## src/rtl/multiport_register_file.sv

```systemverilog
// Multi-port register file with a pending-bit scoreboard and a sequenced clear engine.
// Optional macro REGFILE_BYPASS_EN adds same-cycle write-to-read forwarding.
module multiport_register_file #(
    parameter int DATA_W   = 32,
    parameter int NREGS    = 32,
    parameter int NRD      = 2,
    parameter int NWR      = 1,
    parameter int ZERO_REG = 1,
    localparam int AW      = $clog2(NREGS)
) (
    input  logic                  CLK,
    input  logic                  RST,
    input  logic [NRD*AW-1:0]     rsel,
    output logic [NRD*DATA_W-1:0] rdat,
    output logic [NRD-1:0]        rd_pend,
    input  logic [NWR-1:0]        wen,
    input  logic [NWR*AW-1:0]     wsel,
    input  logic [NWR*DATA_W-1:0] wdat,
    input  logic                  sb_set,
    input  logic [AW-1:0]         sb_sel,
    input  logic                  clr_req,
    output logic                  busy,
    output logic                  clr_done
);

    typedef enum logic [1:0] {IDLE, SWEEP, DONE} state_t;

    state_t            state, next_state;
    logic [AW-1:0]     cnt;
    logic [DATA_W-1:0] regs [NREGS];
    logic [NREGS-1:0]  pending;

    // Register 0 is never written, set pending or forwarded when it is hardwired to zero.
    function automatic logic addr_ok(input logic [AW-1:0] a);
        return !(ZERO_REG != 0 && a == '0);
    endfunction

    always_ff @(posedge CLK or posedge RST) begin
        if (RST) begin
            state <= IDLE;
            cnt   <= '0;
        end else begin
            state <= next_state;
            if (state == IDLE && clr_req)
                cnt <= '0;
            else if (state == SWEEP)
                cnt <= cnt + 1'b1;
        end
    end

    always_comb begin
        next_state = state;
        busy       = 1'b0;
        clr_done   = 1'b0;
        case (state)
            IDLE:  if (clr_req) next_state = SWEEP;
            SWEEP: begin
                busy = 1'b1;
                if (cnt == AW'(NREGS - 1)) next_state = DONE;
            end
            DONE: begin
                clr_done   = 1'b1;
                next_state = IDLE;
            end
            default: next_state = IDLE;
        endcase
    end

    // Later assignments win: write port 1 over port 0, scoreboard set over write clear.
    always_ff @(posedge CLK or posedge RST) begin
        if (RST) begin
            for (int k = 0; k < NREGS; k++) regs[k] <= '0;
            pending <= '0;
        end else if (state == SWEEP) begin
            regs[cnt]    <= '0;
            pending[cnt] <= 1'b0;
        end else begin
            for (int j = 0; j < NWR; j++) begin
                if (wen[j] && addr_ok(wsel[j*AW +: AW])) begin
                    regs[wsel[j*AW +: AW]]    <= wdat[j*DATA_W +: DATA_W];
                    pending[wsel[j*AW +: AW]] <= 1'b0;
                end
            end
            if (sb_set && addr_ok(sb_sel))
                pending[sb_sel] <= 1'b1;
        end
    end

    always_comb begin
        logic [AW-1:0]     a;
        logic [DATA_W-1:0] rd;
        logic              pd;
        rdat    = '0;
        rd_pend = '0;
        a       = '0;
        rd      = '0;
        pd      = 1'b0;
        for (int i = 0; i < NRD; i++) begin
            a  = rsel[i*AW +: AW];
            rd = addr_ok(a) ? regs[a] : '0;
            pd = pending[a];
`ifdef REGFILE_BYPASS_EN
            // Highest matching write port is applied last and therefore wins.
            if (state != SWEEP && addr_ok(a)) begin
                for (int j = 0; j < NWR; j++) begin
                    if (wen[j] && wsel[j*AW +: AW] == a) begin
                        rd = wdat[j*DATA_W +: DATA_W];
                        if (!(sb_set && sb_sel == a)) pd = 1'b0;
                    end
                end
            end
`endif
            rdat[i*DATA_W +: DATA_W] = rd;
            rd_pend[i]               = pd;
        end
    end

endmodule

```

## config.mk

```make
export PLATFORM = sky130hd
export DESIGN_NAME = multiport_register_file
export DESIGN_NICKNAME = d
export VERILOG_FILES = /design/src/rtl/multiport_register_file.sv
export SDC_FILE = /design/constraint.sdc
export NUM_CORES = 2
export LEC_CHECK = 0
export ABC_AREA = 0
export ABC_CLOCK_PERIOD_IN_PS = 44500
export BUFFER_PORTS_ARGS = -buffer_cell sky130_fd_sc_hd__buf_4
export CAP_MARGIN = 20
export CORE_UTILIZATION = 47
export DETAILED_ROUTE_END_ITERATION = 16
export PLACE_DENSITY = 0.7
export SYNTH_ARGS = -nofsm -noshare
export SYNTH_HDL_FRONTEND = slang
export SYNTH_SLANG_ARGS = --single-unit
```

## constraint.sdc

```tcl
create_clock -name CLK -period 44.5 [get_ports CLK]
set_clock_uncertainty 0.1 [all_clocks]
set_input_delay 6.675 -clock CLK [delete_from_list [all_inputs] [get_ports CLK]]
set_output_delay 6.675 -clock CLK [all_outputs]
set_load 0.01 [all_outputs]
```

==> impl_metrics.yaml <==
outcome:
  status: "complete, no violations"
worst_setup_path:
  cp_cell_sequence: "buf_8 > buf_4 > buf_4 > mux2i_1 > a221oi_1 > o21ai_0 > a311oi_1 > buf_4"
  crit_top_cell: "buf_4"
  slowest_stage: "a311oi_1"
  crit_type: "input pin to primary output"
  worst_setup_path_end_kind: "primary output"
  arrival_ns: 10.88
  worstSetupStartpointType: "input pin"
  critical_path.max_stage_delay_ns: 0.90
  worstPathRequired_ns: 37.73
  path_max_fanout: 73
timing:
  finalHoldViolations: 0
  setup_viol: 0
  tightest_slew_ns: 1.259
  rsz0062_at_grt: "no"
  fmax_mhz: 56.63
  setup_tns_ns: 0
  fin_ws_ns: 26.84
  period_share_pct: 39.68
  slew_headroom_pct: 16.08
  layout_min_cycle_time_ns: 17.66
  maxSlewViolCount: 0
cts:
  postCtsResizedCells: 0
  cts-root-to-sink-buffers: 3
  clk_latency_ns: 0.70
  ctsHoldBuffers: 0
  ctsRootBufferMaster: "clkbuf_16"
  cts.sinks: 1063
  cts_tree: "done"
  htree_levels: 3
  cts_inserted_buffers: 112
  cts_setup_buffers: 0
  clk_pin_slew_ns: 0.06
synthesis:
  syn-mean-instance-area_um2: 14.03
  yosysSeqAreaShare_pct: 48.12
  synth.distinct_cells: 53
  ys_seq_elements: 1063
  yosysTopAreaCell: "dfrtp_1"
  synth-compound-area-share_pct: 21.49
  async_flop_share_pct: 100.0
  yosys.area_share.simple_pct: 3.404
  synthAdderAreaFrac_pct: 0.1132
  ys_warn_count: 0
  synth_cells: 3939
  synth_nets: 4001
  synthMuxAreaShare_pct: 22.75
  synth_xor_area_share_pct: 0
  synth_top_area_share_pct: 48.12
  synth_ff_type: "dfrtp_1"
  synth_top_family_by_area: "multiplexers"
  synth_area_um2: 55280
  synth_edf_count: 0
  netlist_top_cells_area: "dfrtp_1 (48%), mux4_2 (19%), a22o_1 (16%), mux2i_1 (2.3%), buf_2 (2.0%)"
routing:
  drt_iter0_drc: 6854
  vias: 42900
  drc: 0
  antenna_left: 0
  wl_um: 208700
  viasPerCell: 7.937
  firstDrtPassIters: 5
  wl_per_cell_um: 38.60
global_route:
  grt_overflow: 0
  grt_max_degree: 182
  antenna_found_initial: 10
  grt_use_total_pct: 35.13
  grt_pass1_wl_um: 302900
  first_global_vias: 42140
cells_and_area:
  multi_input_area_um2: 26810
  finalNonFillerCells: 5405
  nFillCells: 9520
  register_area_um2: 26600
  finalInstanceArea_um2: 61140
  final_util_pct: 52.55
  drive_gt1_share_pct: 27.24
  area_growth_pct: 10.61
  nNetsFinal: 3843
placed_design:
  dpl_cell_area_um2: 57260
  hpwl_um: 110900
  gp_congestion: 0.8727
  placed_cells: 5188
  post-place-ws_ns: 26.95
  port_buffers: 124
floorplanning:
  start_util_pct: 47.51
  die-height_um: 344.9
  rows: 125
  die_width_um: 344.9
  coreArea_um2: 116400
  ios: 125
  dieArea_um2: 119000
power:
  p_per_area_nw_per_um2: 45.11
  p_leak_nw: 26.79
  vdd_drop_max_v: 0.00003743
min_path:
  hp-class: "flip-flop to flip-flop"
flow_run:
  cap_violations: 0
-- cell usage after synthesis, types with 4 or more instances --
master,instances
a21bo_2,4
nand2_1,45
nand2b_1,7
a22oi_1,65
mux4_2,468
nor2_1,18
clkbuf_1,271
and3_1,6
nor4_4,24
nor4_2,7
nand3_1,5
mux2i_1,129
a311oi_1,64
a21oi_2,10
dfrtp_1,1063
nor2b_1,69
buf_4,11
o21ai_0,113
a22o_1,1022
inv_1,7
a211oi_1,64
buf_2,218
nand3b_1,4
mux2_2,66
a21oi_1,21
a221oi_1,47
nor3_1,5
and2_1,40
o2111ai_1,17
buf_1,12
ha_1,5
-- path summary, 6_finish.rpt --
path                             from         end  slack [ns]  cells past startpoint
setup / recovery              rsel[7]    rdat[43]       26.84                      8
hold / removal             regs[1023]  regs[1023]        0.40                      1
setup reg to reg             state[1]   regs[870]       40.69                      7
hold reg to reg            regs[1023]  regs[1023]        0.40                      1
max in group asynchronous         RST   regs[224]       34.86                      5
min in group asynchronous         RST   regs[531]        5.99                      2
-- critical path, delay by kind of cell --
kind | cells | cell delay, ns
buf+inv | 4 | 2.38
compound gates | 3 | 1.42
mux | 1 | 0.19
-- registers in the layout, indices dropped and copies added, names as in the netlist --
register and flops:
cnt 5, pending 32, regs 1024, state 2
-- metrics by stage --
| stage | power [mW] | hold slack, ns |
|---|---|---|
| floorplan | 1.555 | 0.3666 |
| global placement | 1.746 | 0.3866 |
| detailed placement | 1.760 | 0.3917 |
| CTS | 2.734 | 0.4074 |
| global route | 2.826 | 0.4246 |
| finish | 2.758 | 0.4023 |
-- layer usage --
metal / GRT usage (%) / routed length [µm] / share of wire [%]
met5: 0.3606 / 112 / 0.054
met3: 12.99 / 30930 / 15
met2: 49.19 / 88960 / 43
met1: 47.91 / 76690 / 37
met4: 17.80 / 11970 / 5.7
-- cells in the final DEF (no fill, tap or decap), types with 17 or more instances in the layout --
master     instances
mux2i_1          129
nand2_1           44
a22oi_1           65
mux2_2            66
clkbuf_8          25
and2_1            38
a211oi_1          64
clkbuf_16        115
a221oi_1          47
a311oi_1          64
mux4_2           468
clkbuf_1          17
o2111ai_1         17
nor4_4            31
clkinv_2          31
o21ai_0          113
dfrtp_1         1063
a21oi_4           26
nor2b_1           65
a22o_1          1022
buf_4            225
-- where the power goes --
group | internal (mW) | switching (mW)
logic | 0.245 | 0.330
registers | 1.09 | 0.107
clock network | 0.572 | 0.416
-- layout make-up --
cell class	instances	share of cell area (%)
antenna	5	0.02046
clock buffer	157	5.374
clock inverter	52	0.9045
inverter	8	0.06957
multi-input combinational	2355	43.85
sequential	1063	43.50
tap	1524	3.119
timing repair buffer	241	3.164
-- kinds of logic after synthesis --
family	after synthesis
and+or+nand+nor	255
adders and majority gates	5
muxes	663
DFF	1063
AOI/OAI and AO/OA	1432
buffers and inverters	521
Power figures use the tool's default switching activity.
